## src/rtl/aes_round_sequencer.sv

```systemverilog
// Control sequencer for an iterative AES core: key expansion, state load,
// NR cipher or inverse-cipher rounds, then a one-cycle done pulse.
module aes_round_sequencer #(
    parameter int NK = 4,
    parameter int NR = 10
) (
    input  logic       clk,
    input  logic       rst,
    input  logic       start,
    input  logic       mode,
    input  logic       key_reuse,
    input  logic       abort,
    output logic       busy,
    output logic       done,
    output logic       keys_valid,
    output logic       kex_en,
    output logic [5:0] kex_word,
    output logic       ld_state,
    output logic       rnd_en,
    output logic [3:0] rk_idx,
    output logic       last_rnd,
    output logic       dec,
    output logic [2:0] dbg_state
);

    localparam logic [2:0] IDLE  = 3'd0;
    localparam logic [2:0] KEXP  = 3'd1;
    localparam logic [2:0] LOAD  = 3'd2;
    localparam logic [2:0] ROUND = 3'd3;
    localparam logic [2:0] DONE  = 3'd4;

    localparam logic [5:0] KEX_LAST = 6'(4 * (NR + 1) - 1);
    localparam logic [3:0] NR_W     = 4'(NR);

    generate
        if (!((NK == 4 && NR == 10) || (NK == 6 && NR == 12) || (NK == 8 && NR == 14))) begin : g_bad_params
            $error("aes_round_sequencer: illegal (NK,NR) pair");
        end
    endgenerate

    logic [2:0] state;
    logic [5:0] kex_cnt;
    logic [3:0] r;
    logic       keys_valid_q;
    logic       dec_q;

    // Handshake: start is a level sampled only in IDLE; abort is a level that
    // cancels KEXP/LOAD/ROUND on the next edge. No request is ever queued.
    always_ff @(posedge clk) begin
        if (rst) begin
            state        <= IDLE;
            kex_cnt      <= '0;
            r            <= '0;
            keys_valid_q <= 1'b0;
            dec_q        <= 1'b0;
        end else begin
            case (state)
                IDLE: begin
                    if (start && !abort) begin
                        dec_q <= mode;
                        if (key_reuse && keys_valid_q) begin
                            state <= LOAD;
                        end else begin
                            keys_valid_q <= 1'b0;
                            kex_cnt      <= '0;
                            state        <= KEXP;
                        end
                    end
                end
                KEXP: begin
                    // keys_valid is still 0 here, so an abort leaves it cleared
                    if (abort) begin
                        state   <= IDLE;
                        kex_cnt <= '0;
                        r       <= '0;
                    end else if (kex_cnt == KEX_LAST) begin
                        keys_valid_q <= 1'b1;
                        kex_cnt      <= '0;
                        state        <= LOAD;
                    end else begin
                        kex_cnt <= kex_cnt + 6'd1;
                    end
                end
                LOAD: begin
                    if (abort) begin
                        state   <= IDLE;
                        kex_cnt <= '0;
                        r       <= '0;
                    end else begin
                        r     <= 4'd1;
                        state <= ROUND;
                    end
                end
                ROUND: begin
                    if (abort) begin
                        state   <= IDLE;
                        kex_cnt <= '0;
                        r       <= '0;
                    end else if (r == NR_W) begin
                        r     <= '0;
                        state <= DONE;
                    end else begin
                        r <= r + 4'd1;
                    end
                end
                DONE: begin
                    state   <= IDLE;
                    kex_cnt <= '0;
                    r       <= '0;
                end
                default: begin
                    state   <= IDLE;
                    kex_cnt <= '0;
                    r       <= '0;
                end
            endcase
        end
    end

    always_comb begin
        busy     = (state != IDLE);
        done     = (state == DONE);
        kex_en   = (state == KEXP);
        kex_word = '0;
        ld_state = (state == LOAD);
        rnd_en   = (state == ROUND);
        rk_idx   = '0;
        last_rnd = 1'b0;
        if (state == KEXP) begin
            kex_word = kex_cnt;
        end
        if (state == LOAD) begin
            rk_idx = dec_q ? NR_W : 4'd0;
        end
        // Decrypt walks the schedule backwards: NR-1 down to 0
        if (state == ROUND) begin
            rk_idx   = dec_q ? (NR_W - r) : r;
            last_rnd = (r == NR_W);
        end
    end

    assign keys_valid = keys_valid_q;
    assign dec        = dec_q;
    assign dbg_state  = state;

endmodule
```

## config.mk

```make
export PLATFORM = sky130hd
export DESIGN_NAME = aes_round_sequencer
export DESIGN_NICKNAME = d
export VERILOG_FILES = /design/src/rtl/aes_round_sequencer.sv
export SDC_FILE = /design/constraint.sdc
export NUM_CORES = 1
export LEC_CHECK = 0
export CAP_MARGIN = 15
export CORE_MARGIN = 2
export CORE_UTILIZATION = 45
export DETAILED_ROUTE_END_ITERATION = 8
export GPL_ROUTABILITY_DRIVEN = 1
export PLACE_DENSITY = 0.75
export SLEW_MARGIN = 20
export SYNTH_ARGS = -nofsm -noshare
export SYNTH_HDL_FRONTEND = slang
export SYNTH_SLANG_ARGS = --single-unit
```

## constraint.sdc

```tcl
create_clock -name clk -period 2.2 [get_ports clk]
set_input_delay 0.66 -clock clk [delete_from_list [all_inputs] [get_ports clk]]
set_output_delay 0.66 -clock clk [all_outputs]
set_load 0.005 [all_outputs]
```

==> flow_metrics.tcl <==
set metrics [dict create \
    status "finished, final reports clean" \
    worst-path-max-fanout 2 \
    rsz0062_at_grt "no" \
    critical_path_required_ps 1540 \
    cts_tree "built" \
    start_util_pct 46.5 \
    clock-root-buffer "clkbuf_4" \
    viasPerCell 5.73 \
    ios 27 \
    fmax_mhz 465 \
    endpoint_kind "primary output" \
    rr_startpoint "dbg_state[2]$_SDFFE_PP0P_" \
    core_um2 2150 \
    via_count 1145 \
    drt-total-wl_um 2850 \
    p_per_area_nw_per_um2 504 \
    diodes 0 \
    relSlewSlack_pct 71.5 \
    clkLatencyLatePin_ps 290 \
    ys.flop_type "dfxtp_1" \
    critical_path_class "reg -> out" \
    first_iter_violations 23 \
    dr.pass1.iters 4 \
    cts.sinks 15 \
    route.antenna.remaining_nets 0 \
    area_delta_synth_final_pct 48.2 \
    reg2reg_to "kex_cnt[3]$_SDFFE_PP0P_" \
    fin_skew_ps 5.44 \
    reg2regPathDepth 5 \
    antenna_found_initial 0 \
    avgSynthCellArea_um2 7.74 \
    drc 0 \
    htree_levels 1 \
    synth-edff-count 0 \
    synth_area_leaders "dfxtp_1 (30%), a21oi_1 (7.0%), nor2_1 (5.6%)" \
    grt_pass1_vias 1118 \
    crit_path_start_kind "flip-flop" \
    grt-ovfl-total 0 \
    startpoint "r[1]$_SDFFE_PP0P_" \
    min_period_over_period_pct 97.7 \
    fill_cells 186 \
    hold_buffers 0 \
    critPathCapture "rk_idx[3]" \
    hp-class "reg -> reg" \
    grt_usage_pct 24.2 \
    routedWlPerCell_um 14.3 \
    yosys_warnings 0 \
    ys_types 42 \
    setup_viol 0 \
    worst-endpoint-arrival_ps 1490 \
    slew_violations 0 \
    r2r_slack_ps 650 \
    final_cell_mix "buf_4 (16), nor2_1 (14), a21oi_1 (13)" \
    hold_slack_ps 503 \
    syn_nets 138 \
    synth.cell_area_um2 998 \
    synth_largest_area_cell "dfxtp_1" \
    grt_start_max_net_pins 13 \
    finalPower_uw 746 \
    hpwl_um 2100 \
    setup_tns_ps 0 \
    clockBufferDepth 2 \
    rows 17 \
    io_buffers 26 \
    finalHoldViolCount 0 \
    gp_congestion 0.820 \
    drive_above_1_share_pct 25.6 \
    grt_pass1_wl_um 4820 \
    clk_pin_slew_ps 100 \
    cap_violations 0 \
    dieArea_um2 2610 \
    ir_drop_uv 453 \
    fin_crit_ps 2150 \
    leakagePower_nw 0.640 \
    synth.top_cell.area_share_pct 30.1 \
    die_w_um 51.1 \
    cts_buffers 3 \
    final_common_cell "buf_4" \
    synth-seq-cells 15 \
    tightestPinTransition_ps 427 \
    die_h_um 51.1 \
    async_reset_ff_share_pct 0 \
    netlist_instances 129 \
    finish.net_count 182 \
    ys_seq_area_share_pct 30.1 \
]
## power breakdown
| part | internal, mW | total (mW) | switching (mW) |
|---|---|---|---|
| Combinational | 0.138 | 0.280 | 0.142 |
| Sequential | 0.284 | 0.302 | 0.0178 |
| Clock | 0.0676 | 0.164 | 0.0967 |
## worst max-delay path, cell delays in order (launching register included)
cell and delay [ps]:
dfxtp_4 350, buf_4 130, a21oi_2 150, nand2_1 70, a32oi_1 180, nor2_1 50, dlygate4sd2_1 260
## synthesized netlist by cell type (3+ instances only)
master and count:
dfxtp_1 15, nor2_1 15, a21oi_1 14, nand2_1 9, and2_1 7, o21ai_0 7
nand3_1 6, nor3_1 5, a21o_1 4, inv_1 4, ha_1 3, or3_1 3
## per-layer routing
metal | vias up | wire length (µm) | track usage [%]
li1 | 561 | - | -
met1 | 546 | 1210 | 27.1
met2 | 34 | 1520 | 45.5
met3 | 4 | 101 | 2.92
met4 | 0 | 30 | 10.4
met5 | - | 0 | 0
## logic make-up after synthesis
kind of cell,after synthesis,share of synthesized area (%)
fa+ha+maj,3,3.76
flops,15,30.1
xor+xnor,1,0.877
buf+inv,9,4.01
compound gates,39,25.2
simple gates,62,36.1
## how the worst min path moves through the flow
stage / from / endpoint / slack [ps] / cells past startpoint
2_1_floorplan: kex_cnt[5]$_SDFFE_PP0P_ / kex_cnt[5]$_SDFFE_PP0P_ / 460 / 2
3_3_place_gp: kex_cnt[5]$_SDFFE_PP0P_ / kex_cnt[5]$_SDFFE_PP0P_ / 480 / 2
3_5_place_dp: kex_cnt[5]$_SDFFE_PP0P_ / kex_cnt[5]$_SDFFE_PP0P_ / 490 / 2
4_1_cts: kex_cnt[5]$_SDFFE_PP0P_ / kex_cnt[5]$_SDFFE_PP0P_ / 500 / 2
5_1_grt: kex_cnt[5]$_SDFFE_PP0P_ / kex_cnt[5]$_SDFFE_PP0P_ / 540 / 2
6_report: kex_cnt[5]$_SDFFE_PP0P_ / kex_cnt[5]$_SDFFE_PP0P_ / 500 / 2
## layout make-up
cell class	instances	area (µm²)	share of cell area (%)
well taps	28	35.0	2.37
clock buffers	3	22.5	1.52
flip-flops and latches	15	317	21.4
repair buffers	43	377	25.4
clock inverters	1	5.00	0.338
inverters	5	18.8	1.27
multi-input cells	105	706	47.7
## sequential cells by signal, summed over array words and instances (netlist names)
signal / cells
keys_valid: 1
dec: 1
dbg_state: 3
kex_cnt: 6
r: 4
## metrics by stage
| step | setup WS [ps] | instance area, µm² | utilization [%] | instances |
|---|---|---|---|---|
| after global placement | 35.4 | 1360 | 63.4 | 191 |
| final | 49.7 | 1480 | 68.9 | 200 |
| after global routing | 7.93 | 1480 | 68.9 | 200 |
| after floorplan | 365 | 998 | - | 129 |
| after CTS | -2.70 | 1450 | 67.4 | 198 |
| after detailed placement | -45.6 | 1360 | 63.4 | 191 |
## what timing repair did
action	in CTS	in global routing
pin swaps	2	2
buffers inserted	3	2
setup endpoints to repair	15	4
resized for setup	33	7
No activity file was read; power rests on OpenSTA's default activity.
